<file path="config.mk">
export PLATFORM = sky130hd
export DESIGN_NAME = myo_spi_poller
export DESIGN_NICKNAME = d
export VERILOG_FILES = /design/src/rtl/myo_pkg.sv /design/src/rtl/myo_spi_shifter.sv /design/src/rtl/myo_spi_poller.sv
export SDC_FILE = /design/constraint.sdc
export NUM_CORES = 1
export LEC_CHECK = 0
export CAP_MARGIN = 25
export CORE_MARGIN = 2
export CORE_UTILIZATION = 45
export CTS_CLUSTER_DIAMETER = 50
export DETAILED_ROUTE_END_ITERATION = 16
export MAX_ROUTING_LAYER = met4
export RECOVER_POWER = 100
export SKIP_LAST_GASP = 1
export SYNTH_ARGS = -nofsm -noshare
export SYNTH_HDL_FRONTEND = slang
export SYNTH_SLANG_ARGS = --single-unit
</file>
<file path="constraint.sdc">
create_clock -name clk -period 5.3 [get_ports clk]
set_input_delay 1.59 -clock clk [delete_from_list [all_inputs] [get_ports clk]]
set_output_delay 1.59 -clock clk [all_outputs]
set_load 0.01 [all_outputs]
</file>
<file path="src/rtl/myo_pkg.sv">
// Shared types and constants for the myocontrol SPI poller.
package myo_pkg;

    localparam int unsigned SPI_WORD_W = 16;

    typedef enum logic [1:0] {
        StIdle  = 2'd0,
        StSetup = 2'd1,
        StShift = 2'd2,
        StGap   = 2'd3
    } state_e;

    localparam logic [7:0] ADDR_CTRL     = 8'h00;
    localparam logic [7:0] ADDR_STATUS   = 8'h01;
    localparam logic [7:0] ADDR_MASK     = 8'h02;
    localparam logic [7:0] ADDR_SETPOINT = 8'h10;
    localparam logic [7:0] ADDR_RX       = 8'h40;

    // Index width for an n-entry structure, never narrower than one bit.
    function automatic int unsigned idx_width(input int unsigned n);
        return (n > 1) ? $clog2(n) : 1;
    endfunction

endpackage

</file>
<file path="src/rtl/myo_spi_shifter.sv">
// One 16-bit SPI mode-1 word engine: sck idles low, mosi changes on sck rise, miso is
// sampled on sck fall. Each bit is CLK_DIV cycles high then CLK_DIV cycles low, so the
// word ends with a full low half-period. done_o is high in the last cycle of the word and
// start_i may be raised in that same cycle to chain the next word without a bubble.
module myo_spi_shifter
    import myo_pkg::*;
#(
    parameter int unsigned CLK_DIV = 25
) (
    input  logic                  clk_i,
    input  logic                  rst_ni,
    input  logic                  start_i,
    input  logic                  abort_i,
    input  logic [SPI_WORD_W-1:0] tx_word_i,
    input  logic                  miso_i,
    output logic                  sck_o,
    output logic                  mosi_o,
    output logic                  done_o,
    output logic [SPI_WORD_W-1:0] rx_word_o
);

    localparam int unsigned DivW = idx_width(CLK_DIV);
    localparam int unsigned BitW = idx_width(SPI_WORD_W);

    logic                  active_q, high_q, sck_q, mosi_q;
    logic [DivW-1:0]       div_q;
    logic [BitW-1:0]       bit_q;
    logic [SPI_WORD_W-1:0] tx_q, rx_q;
    logic                  div_last;

    assign div_last  = (div_q == DivW'(CLK_DIV - 1));
    assign done_o    = active_q && !high_q && div_last && (bit_q == BitW'(SPI_WORD_W - 1));
    assign sck_o     = sck_q;
    assign mosi_o    = mosi_q;
    assign rx_word_o = rx_q;

    // Half-period divider, bit counter and shift registers.
    always_ff @(posedge clk_i or negedge rst_ni) begin
        if (!rst_ni) begin
            active_q <= 1'b0;
            high_q   <= 1'b0;
            sck_q    <= 1'b0;
            mosi_q   <= 1'b0;
            div_q    <= '0;
            bit_q    <= '0;
            tx_q     <= '0;
            rx_q     <= '0;
        end else if (abort_i) begin
            active_q <= 1'b0;
            high_q   <= 1'b0;
            sck_q    <= 1'b0;
            mosi_q   <= 1'b0;
        end else if (start_i) begin
            active_q <= 1'b1;
            high_q   <= 1'b1;
            sck_q    <= 1'b1;
            div_q    <= '0;
            bit_q    <= '0;
            mosi_q   <= tx_word_i[SPI_WORD_W-1];
            tx_q     <= {tx_word_i[SPI_WORD_W-2:0], 1'b0};
        end else if (active_q) begin
            if (div_last) begin
                div_q <= '0;
                if (high_q) begin
                    sck_q  <= 1'b0;
                    high_q <= 1'b0;
                    rx_q   <= {rx_q[SPI_WORD_W-2:0], miso_i};
                end else if (bit_q == BitW'(SPI_WORD_W - 1)) begin
                    active_q <= 1'b0;
                    mosi_q   <= 1'b0;
                end else begin
                    bit_q  <= bit_q + 1'b1;
                    sck_q  <= 1'b1;
                    high_q <= 1'b1;
                    mosi_q <= tx_q[SPI_WORD_W-1];
                    tx_q   <= {tx_q[SPI_WORD_W-2:0], 1'b0};
                end
            end else begin
                div_q <= div_q + 1'b1;
            end
        end
    end

endmodule

</file>
<file path="src/rtl/myo_spi_poller.sv">
// Round-robin SPI poller for NUM_MOTORS motor boards with an Avalon-MM register bank.
// Optional build macro MYO_POWER_SENSE_EN: synchronised power_sense_n gates and aborts
// frames and is reported in STATUS[1]; without it power_sense_n is ignored.
module myo_spi_poller
    import myo_pkg::*;
#(
    parameter int unsigned NUM_MOTORS  = 6,
    parameter int unsigned FRAME_WORDS = 4,
    parameter int unsigned CLK_DIV     = 25,
    parameter int unsigned GAP_CYCLES  = 50
) (
    input  logic                  clk,
    input  logic                  reset_n,
    input  logic [7:0]            avs_address,
    input  logic                  avs_read,
    input  logic                  avs_write,
    input  logic [31:0]           avs_writedata,
    output logic [31:0]           avs_readdata,
    output logic                  sck,
    output logic                  mosi,
    input  logic                  miso,
    output logic [NUM_MOTORS-1:0] ss_n_o,
    input  logic                  power_sense_n
);

    localparam int unsigned MotW  = idx_width(NUM_MOTORS);
    localparam int unsigned WordW = idx_width(FRAME_WORDS);
    localparam int unsigned RxN   = NUM_MOTORS * FRAME_WORDS;
    localparam int unsigned RxW   = idx_width(RxN);
    localparam int unsigned CntW  = 16;

    logic                  enable_q;
    logic [NUM_MOTORS-1:0] mask_q;
    logic [15:0]           setpoint_q [NUM_MOTORS];
    logic [15:0]           rx_q       [RxN];
    logic [15:0]           shadow_q   [FRAME_WORDS];
    state_e                state_q;
    logic [MotW-1:0]       motor_q, pick_lo, pick_incl, pick_excl;
    logic [WordW-1:0]      word_q;
    logic [CntW-1:0]       cnt_q;
    logic [15:0]           frame_cnt_q;
    logic                  commit_q;
    logic [NUM_MOTORS-1:0] ss_n_q;
    logic [31:0]           rdata_q, rd_data;
    logic                  found_lo, found_incl, found_excl;
    logic                  power_ok, status_pwr, run_ok, in_frame;
    logic                  sh_start, sh_abort, sh_done;
    logic [15:0]           sh_tx, sh_rx;
    logic [7:0]            sp_off, rx_off;
    logic                  unused_wdata;

    assign unused_wdata = ^avs_writedata[31:16];

`ifdef MYO_POWER_SENSE_EN
    logic [1:0] pwr_sync_q;

    // Two-flop synchroniser; resets to "no power" so nothing runs until power is seen.
    always_ff @(posedge clk or negedge reset_n) begin
        if (!reset_n) pwr_sync_q <= 2'b11;
        else          pwr_sync_q <= {pwr_sync_q[0], power_sense_n};
    end

    assign power_ok   = ~pwr_sync_q[1];
    assign status_pwr = power_ok;
`else
    logic unused_power_sense;
    assign unused_power_sense = power_sense_n;
    assign power_ok           = 1'b1;
    assign status_pwr         = 1'b0;
`endif

    assign run_ok   = enable_q && (|mask_q) && power_ok;
    assign in_frame = (state_q == StSetup) || (state_q == StShift);
    assign sh_abort = in_frame && !power_ok;
    assign sh_start = power_ok &&
                      (((state_q == StSetup) && (cnt_q == CntW'(CLK_DIV - 1))) ||
                       ((state_q == StShift) && sh_done && (word_q != WordW'(FRAME_WORDS - 1))));
    // Only word 0 carries the setpoint; it is taken at the SETUP->SHIFT edge.
    assign sh_tx    = (state_q == StSetup) ? setpoint_q[motor_q] : '0;

    assign ss_n_o       = ss_n_q;
    assign avs_readdata = rdata_q;

    myo_spi_shifter #(
        .CLK_DIV (CLK_DIV)
    ) u_shifter (
        .clk_i     (clk),
        .rst_ni    (reset_n),
        .start_i   (sh_start),
        .abort_i   (sh_abort),
        .tx_word_i (sh_tx),
        .miso_i    (miso),
        .sck_o     (sck),
        .mosi_o    (mosi),
        .done_o    (sh_done),
        .rx_word_o (sh_rx)
    );

    // Round-robin candidates: first masked index at/after, and strictly after, the current one.
    always_comb begin
        pick_lo    = '0;
        pick_incl  = '0;
        pick_excl  = '0;
        found_lo   = 1'b0;
        found_incl = 1'b0;
        found_excl = 1'b0;
        for (int i = 0; i < NUM_MOTORS; i++) begin
            if (mask_q[i]) begin
                if (!found_lo) begin
                    pick_lo  = MotW'(i);
                    found_lo = 1'b1;
                end
                if (!found_incl && (i >= int'(motor_q))) begin
                    pick_incl  = MotW'(i);
                    found_incl = 1'b1;
                end
                if (!found_excl && (i > int'(motor_q))) begin
                    pick_excl  = MotW'(i);
                    found_excl = 1'b1;
                end
            end
        end
        if (!found_incl) pick_incl = pick_lo;
        if (!found_excl) pick_excl = pick_lo;
    end

    // Host-writable registers; RO and unmapped addresses are ignored.
    always_ff @(posedge clk or negedge reset_n) begin
        if (!reset_n) begin
            enable_q <= 1'b0;
            mask_q   <= '0;
            for (int i = 0; i < NUM_MOTORS; i++) setpoint_q[i] <= '0;
        end else if (avs_write) begin
            if (avs_address == ADDR_CTRL) begin
                enable_q <= avs_writedata[0];
            end else if (avs_address == ADDR_MASK) begin
                mask_q <= NUM_MOTORS'(avs_writedata);
            end else if ((avs_address >= ADDR_SETPOINT) && (sp_off < 8'(NUM_MOTORS))) begin
                setpoint_q[MotW'(sp_off)] <= avs_writedata[15:0];
            end
        end
    end

    // Read decode.
    always_comb begin
        rd_data = '0;
        sp_off  = avs_address - ADDR_SETPOINT;
        rx_off  = avs_address - ADDR_RX;
        if (avs_address == ADDR_CTRL) begin
            rd_data[0] = enable_q;
        end else if (avs_address == ADDR_STATUS) begin
            rd_data[0]     = (state_q != StIdle);
            rd_data[1]     = status_pwr;
            rd_data[13:8]  = 6'(motor_q);
            rd_data[31:16] = frame_cnt_q;
        end else if (avs_address == ADDR_MASK) begin
            rd_data = 32'(mask_q);
        end else if ((avs_address >= ADDR_SETPOINT) && (sp_off < 8'(NUM_MOTORS))) begin
            rd_data = {16'h0, setpoint_q[MotW'(sp_off)]};
        end else if ((avs_address >= ADDR_RX) && (32'(rx_off) < RxN)) begin
            rd_data = {16'h0, rx_q[RxW'(rx_off)]};
        end
    end

    // Read data register, one cycle latency.
    always_ff @(posedge clk or negedge reset_n) begin
        if (!reset_n)      rdata_q <= '0;
        else if (avs_read) rdata_q <= rd_data;
    end

    // Frame sequencer; owns the RX bank and frame counter.
    always_ff @(posedge clk or negedge reset_n) begin
        if (!reset_n) begin
            state_q     <= StIdle;
            motor_q     <= '0;
            word_q      <= '0;
            cnt_q       <= '0;
            ss_n_q      <= '1;
            commit_q    <= 1'b0;
            frame_cnt_q <= '0;
            for (int i = 0; i < FRAME_WORDS; i++) shadow_q[i] <= '0;
            for (int i = 0; i < RxN; i++) rx_q[i] <= '0;
        end else begin
            // Commit runs in the first GAP cycle, so a read issued then still sees old data.
            if (commit_q) begin
                for (int w = 0; w < FRAME_WORDS; w++) begin
                    rx_q[RxW'(int'(motor_q) * FRAME_WORDS + w)] <= shadow_q[w];
                end
                frame_cnt_q <= frame_cnt_q + 16'd1;
                commit_q    <= 1'b0;
            end
            case (state_q)
                StIdle: begin
                    if (run_ok) begin
                        motor_q <= pick_incl;
                        ss_n_q  <= ~(NUM_MOTORS'(1) << pick_incl);
                        cnt_q   <= '0;
                        state_q <= StSetup;
                    end
                end
                StSetup: begin
                    if (!power_ok) begin
                        ss_n_q  <= '1;
                        cnt_q   <= '0;
                        state_q <= StGap;
                    end else if (cnt_q == CntW'(CLK_DIV - 1)) begin
                        word_q  <= '0;
                        cnt_q   <= '0;
                        state_q <= StShift;
                    end else begin
                        cnt_q <= cnt_q + 1'b1;
                    end
                end
                StShift: begin
                    if (!power_ok) begin
                        ss_n_q  <= '1;
                        cnt_q   <= '0;
                        state_q <= StGap;
                    end else if (sh_done) begin
                        shadow_q[word_q] <= sh_rx;
                        if (word_q == WordW'(FRAME_WORDS - 1)) begin
                            ss_n_q   <= '1;
                            cnt_q    <= '0;
                            commit_q <= 1'b1;
                            state_q  <= StGap;
                        end else begin
                            word_q <= word_q + 1'b1;
                        end
                    end
                end
                StGap: begin
                    if (cnt_q == CntW'(GAP_CYCLES - 1)) begin
                        cnt_q <= '0;
                        if (run_ok) begin
                            motor_q <= pick_excl;
                            ss_n_q  <= ~(NUM_MOTORS'(1) << pick_excl);
                            state_q <= StSetup;
                        end else begin
                            state_q <= StIdle;
                        end
                    end else begin
                        cnt_q <= cnt_q + 1'b1;
                    end
                end
                default: state_q <= StIdle;
            endcase
        end
    end

endmodule

</file>
==> results.toml, run 1 <==
[outcome]
status = "complete, but fails checks"
violations = "capacitance limit, slew limit"

[detailed_routing]
via_count = 20000
drt_iter0_drc = 1563
routed_wl_um = 80800
drcViolationCount = 0
antenna_left = 0
wl_per_cell_um = 23.8
vias_per_cell = 5.91
drt-pass1-iter-count = 5

[logic_synthesis]
async_reset_ff_share_pct = 100
synth_flop_cell = "dfrtp_1"
yosys_register_bits = 673
ys_seq_area_share_pct = 54.0
synth_edf_count = 0
synthTopCellsByArea = "dfrtp_1, mux2_2, mux4_2"
synth_nets = 2397
syn_inst = 2336
yosysWarnings = 0
netlist_area_um2 = 31200
netlist.top_cell.by_area = "dfrtp_1"
yosysUniqueCellTypes = 73
yosys.area.top_type_share_pct = 53.5
syn_avg_cell_area_um2 = 13.3

[timing]
min_period_over_period_pct = 83.5
tightest_slew_ns = 2.73
setup-tns-final_ns = 0
timing.final.crit_period_ns = 4.43
relSlewSlack_pct = -82.1
slew_violations = 366
rsz0062_at_grt = "no"
fmax_mhz = 226
finalHoldViolations = 0
finalSetupViolations = 0
worst_clock_skew_ns = 0.0213

[critical_path]
crit_buf_inv = 2
crit_required_ns = 5.78
critPathSlowestCell = "dlygate4sd3_1"
crit_path_max_incr_delay_ns = 0.65
arrival_ns = 4.91
end_kind = "flip-flop"
critPathLaunchType = "input pin"
crit_type = "input pin to flip-flop"
crit_family = "compound AO/OA/AOI/OAI gates"
path_cells = "dlygate4sd3_1 > or4_1 > o41ai_1 > clkbuf_1 > nor2_1 > and3_1 > a221oi_1 > nand3_1"
path_max_fanout = 8

[grt]
antenna_found_initial = 2
grt_usage_pct = 23.8
first_global_vias = 20900
grt_max_degree = 120
overflow = 0
grt_pass1_wl_um = 126000

[floorplan]
initial_utilization_pct = 45.5
fp.coreArea_um2 = 68600
row_count = 96
die_x_um = 267
die_y_um = 267
die_area_um2 = 71400
pin_count = 86

[pwr]
seqPwrFrac_pct = 44.2
intPower_mw = 9.00
comb_power_share_pct = 9.5
power_frac_clock_pct = 46.3
ir_worst_vdd_v = 0.000216
switching_power_mw = 3.13
power_density_nw_per_um2 = 341
p_leak_nw = 16.8
swShare_pct = 25.8

[hold_path]
hold_class = "flip-flop to flip-flop"

[place]
io_buffer_count = 68
place_hpwl_um = 50400
place.gp.congestion = 0.827
dpl-instance-area_um2 = 33000

[cts]
clkLatencyLatePin_ns = 0.63
cts_sinks = 673
cts_setup_buffers = 0
cts_root_buf = "clkbuf_16"
path_clk_slew_ns = 0.06
cts-resized-gates = 0
cts_tree = "yes"
cts_made_buffers = 81
cts_buffer_depth = 3
cts_hold_buf = 0
htree_levels = 3

[job]
maxCapViolCount = 9

[final_layout]
mostFrequentLayoutCells = "dfrtp_1, mux2_2, nand2_1"
stdcell_area_um2 = 35600
area_growth_pct = 14.2
drive_gt1_share_pct = 35.3
nNetsFinal = 2455
final_common_cell = "dfrtp_1"
[stage by stage]
stage / util (%) / std cells / worst slack, ns / total power, mW / hold WS (ns)
global placement: 48.1 / 3237 / 0.928 / 6.60 / 0.462
finish: 51.9 / 3390 / 0.875 / 12.1 / 0.460
global route: 51.9 / 3390 / 0.770 / 12.6 / 0.480
floorplan: - / 2336 / 1.59 / 6.12 / 0.446
detailed placement: 48.2 / 3239 / 0.851 / 6.63 / 0.457
CTS: 52.2 / 3386 / 1.51 / 12.3 / 0.465
[sequential cells by signal, indices dropped and copies added (netlist names), 2 cells and up]
name / cells
avs_readdata: 32
cnt_q: 16
frame_cnt_q: 16
mask_q: 6
motor_q: 3
rx_q: 384
setpoint_q: 96
shadow_q: 64
ss_n_o: 6
state_q: 2
u_shifter.bit_q: 4
u_shifter.div_q: 5
u_shifter.rx_word_o: 16
u_shifter.tx_q: 15
word_q: 2
[power groups by stage]
| stage | sequential (mW) | clock (mW) | combinational (mW) |
|---|---|---|---|
| after CTS | 5.36 | 5.76 | 1.18 |
| after detailed placement | 5.45 | 0 | 1.18 |
| after global placement | 5.45 | 0 | 1.15 |
| after floorplan | 5.39 | 0 | 0.728 |
| final | 5.36 | 5.62 | 1.16 |
| after global routing | 5.37 | 5.99 | 1.26 |
[cell families after synthesis]
family / count (synthesis) / synth area share (%)
adder cells (fa/ha/maj): 15 / 0.602
XOR/XNOR: 23 / 0.646
buffers and inverters: 183 / 2.35
multiplexers: 740 / 29.1
flip-flops: 673 / 54.0
AND/OR/NAND/NOR: 331 / 5.24
AO/OA/AOI/OAI: 371 / 8.07
[final timing paths]
path	depth (start not counted)	slack [ns]	to	start
min	2	0.46	ss_n_o[5]$_DFFE_PN1P_	ss_n_o[5]$_DFFE_PN1P_
min in group asynchronous	1	1.84	cnt_q[1]$_DFFE_PN0P_	reset_n
max reg2reg	4	1.05	rx_q[192]$_DFFE_PN0P_	motor_q[0]$_DFFE_PN0P_
max in group asynchronous	1	1.67	motor_q[2]$_DFFE_PN0P_	reset_n
max	8	0.87	avs_readdata[10]$_DFFE_PN0P_	avs_address[7]
min reg2reg	2	0.46	ss_n_o[5]$_DFFE_PN1P_	ss_n_o[5]$_DFFE_PN1P_
[area by class of cell]
type / instances / area [um^2]
inverter: 29 / 109
clock inverter: 36 / 394
fill: 5801 / 33000
clock buffer: 111 / 2350
antenna: 1 / 2.50
sequential: 673 / 16800
multi-input combinational: 1480 / 13500
timing repair buffer: 129 / 1210
tap: 931 / 1160
[synth_stat cells, types with 5 or more instances]
cell type  number
and3_1         13
a32oi_1         7
a22oi_1        39
mux2_2        595
buf_1          18
xnor2_1        12
mux2i_1        66
o22ai_1        33
inv_1          27
o21ai_0       100
dfstp_2         6
buf_2          30
nor2b_1        18
o211ai_1       25
o22a_1          8
nand3_1        38
or3_1           6
mux4_2         69
o2111a_1       10
nand2_1       111
o221ai_1       12
a21oi_1        56
o31ai_1         8
nor3_1         16
clkbuf_1      105
ha_1           15
nand4_1        11
or2_2           6
and2_1          5
nor2_1         73
xor2_1         11
a221o_1         5
nand2b_1       12
a22o_1         22
dfrtp_1       667
a211oi_1        7
mux2_4         10
a31oi_1         7
[routing by layer]
metal / vias up / track usage, % / wire, um
met4: 0 / 7.58 / 2170
li1: 8818 / - / -
met1: 10600 / 32.1 / 36500
met5: - / - / 0
met2: 504 / 37.2 / 38200
met3: 144 / 3.58 / 3950
[worst reg2reg max path, stage by stage, from the launching register on]
cell and delay (ns):
dfrtp_1 1.14, clkbuf_1 1.11, nor3b_1 0.10, clkbuf_2 1.07, mux2_2 0.71
Note: power is estimated with default switching activity, not from simulation.
==> inputs of run 2 (changes only) <==
Clock period 5.3 ns to 3.6 ns, I/O delays scaled along.
==> results.toml, run 2 (same netlist as run 1, synthesis figures left out) <==
[cts]
clkLatencyLatePin_ns = 0.62
path_clk_slew_ns = 0.06
cts_sinks = 673
cts_buffer_depth = 3
htree_levels = 3
cts_hold_buf = 0
cts_root_buf = "clkbuf_16"
cts-resized-gates = 0
cts_setup_buffers = 0
cts_tree = "yes"
cts_made_buffers = 82

[critical_path]
arrival_ns = 3.81
startpoint = "avs_address[4]"
path_cells = "clkdlybuf4s50_1 > or3b_4 > nor4b_4 > clkbuf_1 > nand4_1 > clkbuf_2 > mux2_2"
reg2reg_from = "motor_q[0]$_DFFE_PN0P_"
r2r_slack_ns = 0.32
end_kind = "flip-flop"
crit_end = "setpoint_q[43]$_DFFE_PN0P_"
crit_path_max_incr_delay_ns = 0.54
r2r_end = "rx_q[359]$_DFFE_PN0P_"
crit_family = "buffers and inverters"
crit_buf_inv = 3
critPathSlowestCell = "clkdlybuf4s50_1"
critPathLaunchType = "input pin"
cp.depth = 7
crit_type = "input pin to flip-flop"
crit_required_ns = 4.10
path_max_fanout = 16
rr_worst_depth = 4

[final_layout]
area_growth_pct = 16.5
num-fill-cells = 5744
final_common_cell = "dfrtp_1"
finalNonFillerCells = 3452
drive_gt1_share_pct = 37.3
largest_register_ffs = 384
stdcell_area_um2 = 36300
top_regs = "rx_q (384), setpoint_q (96), shadow_q (64)"
fin_util_pct = 52.9
nNetsFinal = 2517
largest-register = "rx_q"
mostFrequentLayoutCells = "dfrtp_1, mux2_2, nand2_1"

[pwr]
p_leak_nw = 17.2
seqPwrFrac_pct = 43.6
ir_worst_vdd_v = 0.000367
power_density_nw_per_um2 = 497
swShare_pct = 25.6
intPower_mw = 13.4
switching_power_mw = 4.62
power_frac_clock_pct = 46.3
power_mw = 18.1
comb_power_share_pct = 10.2

[timing]
worst_clock_skew_ns = 0.0194
fmax_mhz = 301
setup_slack_ns = 0.282
whs_ns = 0.474
rsz0062_at_grt = "no"
timing.final.crit_period_ns = 3.32
setup-tns-final_ns = 0
relSlewSlack_pct = -89.3
tightest_slew_ns = 2.84
finalSetupViolations = 0
min_period_over_period_pct = 92.2
slew_violations = 201
finalHoldViolations = 0

[grt]
grt_usage_pct = 24.5
overflow = 0
grt_max_degree = 83
grt_use_met1_pct = 33.2
grt_util_met3_pct = 2.98
first_global_vias = 21500
grtUsageMet2_pct = 38.5
grt_pass1_wl_um = 130000
antenna_found_initial = 3
grt_busiest_layer = "met2"

[place]
io_buffer_count = 68
post-place-cells = 3302
place.gp.congestion = 0.865
dpl-instance-area_um2 = 33800
place_hpwl_um = 52700
pre_cts_ws_ns = -0.123

[detailed_routing]
vias_per_cell = 5.90
antenna_left = 0
wl_per_cell_um = 24.0
drt-pass1-iter-count = 6
drcViolationCount = 0
drt_iter0_drc = 1502
routed_wl_um = 82900
via_count = 20400

[floorplan]
die_y_um = 267
die_x_um = 267
fp.coreArea_um2 = 68600
initial_utilization_pct = 45.5
row_count = 96
die_area_um2 = 71400
pin_count = 86

[job]
maxCapViolCount = 3

[outcome]
violations = "capacitance limit, slew limit"
status = "complete, but fails checks"

[hold_path]
hold-path-cell-count = 2
hold_class = "flip-flop to flip-flop"
## run 2: cell types whose count changed in the layout (fill, tap and decap cells not counted), sizes merged
cell | previous run | this run
clkbuf | 133 | 147
clkinvlp | 6 | 7
clkdlybuf4s50 | 21 | 22
dlygate4sd3 | 42 | 41
diode | 1 | 2
buf | 44 | 99
bufinv | 5 | 4
clkinv | 18 | 12
inv | 36 | 34
## run 2: how the worst min path moves through the flow
stage                                         startpoint                             end  slack, ns
after CTS                          ss_n_o[2]$_DFFE_PN1P_           ss_n_o[2]$_DFFE_PN1P_       0.48
after global routing         frame_cnt_q[15]$_DFFE_PN0P_     frame_cnt_q[15]$_DFFE_PN0P_       0.50
final                              ss_n_o[2]$_DFFE_PN1P_           ss_n_o[2]$_DFFE_PN1P_       0.47
after detailed placement     frame_cnt_q[15]$_DFFE_PN0P_     frame_cnt_q[15]$_DFFE_PN0P_       0.47
after floorplan              frame_cnt_q[15]$_DFFE_PN0P_     frame_cnt_q[15]$_DFFE_PN0P_       0.45
after global placement    u_shifter.tx_q[14]$_DFFE_PN0P_  u_shifter.tx_q[14]$_DFFE_PN0P_       0.46
## run 2: tightest hold or removal path, delay by kind of cell, from the launching register on
kind | cells | cell delay (ns)
AO/OA/AOI/OAI | 1 | 0.05
flip-flops | 1 | 0.37
AND/OR/NAND/NOR | 1 | 0.05
## run 2: layer usage
layer  routed length, um  vias up
li1                    -     8910
met1               37800    10800
met2               39200      490
met3                3460      159
met4                2490        0
met5                   0        -
## run 2: final cells by class
type	count	area (um^2)	area share (%)
Clock inverter	28	294	0.810
Inverter	29	109	0.300
Antenna cell	2	5.00	0.0138
Timing Repair Buffer	190	1830	5.03
Multi-Input combinational cell	1480	13600	37.4
Sequential cell	673	16900	46.4
Tap cell	931	1160	3.21
Clock buffer	119	2480	6.82
## run 2: power groups by stage
stage	registers, mW	logic, mW	clock network [mW]
finish	7.87	1.84	8.35
global route	7.88	2.01	8.85
CTS	7.87	1.86	8.52
detailed placement	8.00	1.86	0
global placement	7.99	1.82	0
floorplan	7.94	1.07	0
==> inputs of run 3 (changes only) <==
Settings changed: SYNTH_HIERARCHICAL from default to 1.
==> results.toml, run 3 <==
[hold_path]
min_from = "ss_n_o[2]$_DFFE_PN1P_"
hold_class = "flip-flop to flip-flop"
hold-path-cell-count = 2

[timing]
worst_clock_skew_ns = 0.0231
timing.final.crit_period_ns = 3.28
slew_violations = 196
setup-tns-final_ns = 0
fmax_mhz = 305
finalSetupViolations = 0
rsz0062_at_grt = "no"
tightest_slew_ns = 2.59
finalHoldViolations = 0
min_period_over_period_pct = 91.1
relSlewSlack_pct = -72.7

[cts]
cts_tree = "yes"
cts_buffer_depth = 3
cts_hold_buf = 0
htree_levels = 3
cts-resized-gates = 0
cts_setup_buffers = 0
cts_root_buf = "clkbuf_16"
path_clk_slew_ns = 0.05
cts_made_buffers = 80
clkLatencyLatePin_ns = 0.63
cts_sinks = 673

[logic_synthesis]
synth_common_cells = "dfrtp_1, mux2_2, nand2_1"
yosys_register_bits = 673
yosysWarnings = 6
yosys.cell_count.top_type = "dfrtp_1"
netlist_area_um2 = 31400
yosysUniqueCellTypes = 86
synthTopCellsByArea = "dfrtp_1, mux2_2, mux4_2"
syn_inst = 2293
synth_nets = 2354
synth_flop_cell = "dfrtp_1"
async_reset_ff_share_pct = 100
synth_edf_count = 0
syn_avg_cell_area_um2 = 13.7
netlist.top_cell.by_area = "dfrtp_1"
ys_seq_area_share_pct = 53.7
yosys.area.top_type_share_pct = 53.2

[job]
maxCapViolCount = 4

[critical_path]
path_max_fanout = 16
r2r_slack_ns = 0.34
arrival_ns = 3.83
crit_required_ns = 4.15
reg2reg_from = "motor_q[2]$_DFFE_PN0P_"
r2r_end = "rx_q[354]$_DFFE_PN0P_"
critPathSlowestCell = "or4_1"
rr_worst_depth = 4
crit_path_max_incr_delay_ns = 0.70
critPathLaunchType = "input pin"
startpoint = "avs_address[7]"
crit_type = "input pin to flip-flop"
crit_end = "avs_readdata[16]$_DFFE_PN0P_"
path_cells = "dlygate4sd3_1 > or4_1 > nor3_1 > and3_1 > clkbuf_1 > a22o_1"
end_kind = "flip-flop"

[final_layout]
final_common_cell = "dfrtp_1"
stdcell_area_um2 = 36000
largest-register = "rx_q"
num_antenna_cells = 0
top_regs = "rx_q (384), setpoint_q (96), shadow_q (64)"
finalNonFillerCells = 3404
num-fill-cells = 5775
area_growth_pct = 15.0
largest_register_ffs = 384
drive_gt1_share_pct = 38.4
nNetsFinal = 2471
mostFrequentLayoutCells = "dfrtp_1, mux2_2, nand2_1"

[grt]
grt_usage_pct = 23.5
first_global_vias = 21000
grt_max_degree = 82
antenna_found_initial = 0
overflow = 0
grt_pass1_wl_um = 126000

[place]
dpl-instance-area_um2 = 33700
io_buffer_count = 68
post-place-cells = 3259
place.gp.congestion = 0.888
place_hpwl_um = 51900

[floorplan]
die_area_um2 = 71800
fp.coreArea_um2 = 68800
die_x_um = 268
row_count = 96
die_y_um = 268
pin_count = 86
initial_utilization_pct = 45.6

[detailed_routing]
antenna_left = 0
drcViolationCount = 0
vias_per_cell = 5.84
routed_wl_um = 79800
wl_per_cell_um = 23.4
drt-pass1-iter-count = 5
via_count = 19900
drt_iter0_drc = 1298

[pwr]
power_density_nw_per_um2 = 483
power_mw = 17.4
p_leak_nw = 17.3
ir_worst_vdd_v = 0.000316

[outcome]
status = "complete, but fails checks"
violations = "capacitance limit, slew limit"
run 3: how the worst min path moves through the flow:
stage,slack [ns],endpoint
after floorplan,0.45,frame_cnt_q[15]$_DFFE_PN0P_
after global placement,0.47,u_shifter/tx_q[2]$_DFFE_PN0P_
after detailed placement,0.48,u_shifter/tx_q[11]$_DFFE_PN0P_
after CTS,0.37,avs_readdata[27]$_DFFE_PN0P_
after global routing,0.51,rx_q[35]$_DFFE_PN0P_
final,0.48,ss_n_o[2]$_DFFE_PN1P_
run 3: through the flow:
stage | worst slack, ns | utilization (%) | hold slack (ns)
floorplan | 0.777 | - | 0.446
global placement | 0.242 | 49.0 | 0.473
detailed placement | 0.204 | 49.0 | 0.480
CTS | 0.449 | 52.8 | 0.371
global route | 0.132 | 52.4 | 0.511
finish | 0.321 | 52.4 | 0.484
run 3: worst max-delay path: cells and delay by family:
kind | cells | cell delay (ns)
buffers and inverters | 2 | 1.16
AO/OA/AOI/OAI | 1 | 0.24
AND/OR/NAND/NOR | 3 | 1.34
run 3: cell families after synthesis:
kind of cell / share of synthesized area (%)
buffers and inverters: 2.73
other: 0.0120
muxes: 29.4
and+or+nand+nor: 5.89
AOI/OAI and AO/OA: 6.75
xor gates and xnor gates: 0.866
DFF: 53.7
adders and majority gates: 0.599
run 3: power by group:
group | total [mW] | switching, mW | internal [mW] | leakage (nW)
Combinational | 1.61 | 1.03 | 0.580 | 6.65
Sequential | 7.83 | 0.124 | 7.71 | 9.33
Clock | 7.97 | 3.25 | 4.73 | 1.28
Total | 17.4 | 4.40 | 13.0 | 17.3
run 3: per-layer routing:
layer | wire, um | global-route usage (%) | vias to the layer above
met5 | 0 | - | -
met4 | 1420 | 6.18 | 0
met3 | 3270 | 3.29 | 92
met2 | 39000 | 37.7 | 436
met1 | 36100 | 31.7 | 10600
li1 | - | - | 8739
run 3: layout make-up:
class | count | area [um^2] | share of cell area (%)
flip-flops and latches | 673 | 16800 | 46.7
multi-input cells | 1449 | 13600 | 37.8
clock buffers | 110 | 2260 | 6.26
repair buffers | 184 | 1710 | 4.74
well taps | 931 | 1160 | 3.23
clock inverters | 35 | 372 | 1.03
inverters | 22 | 82.6 | 0.229
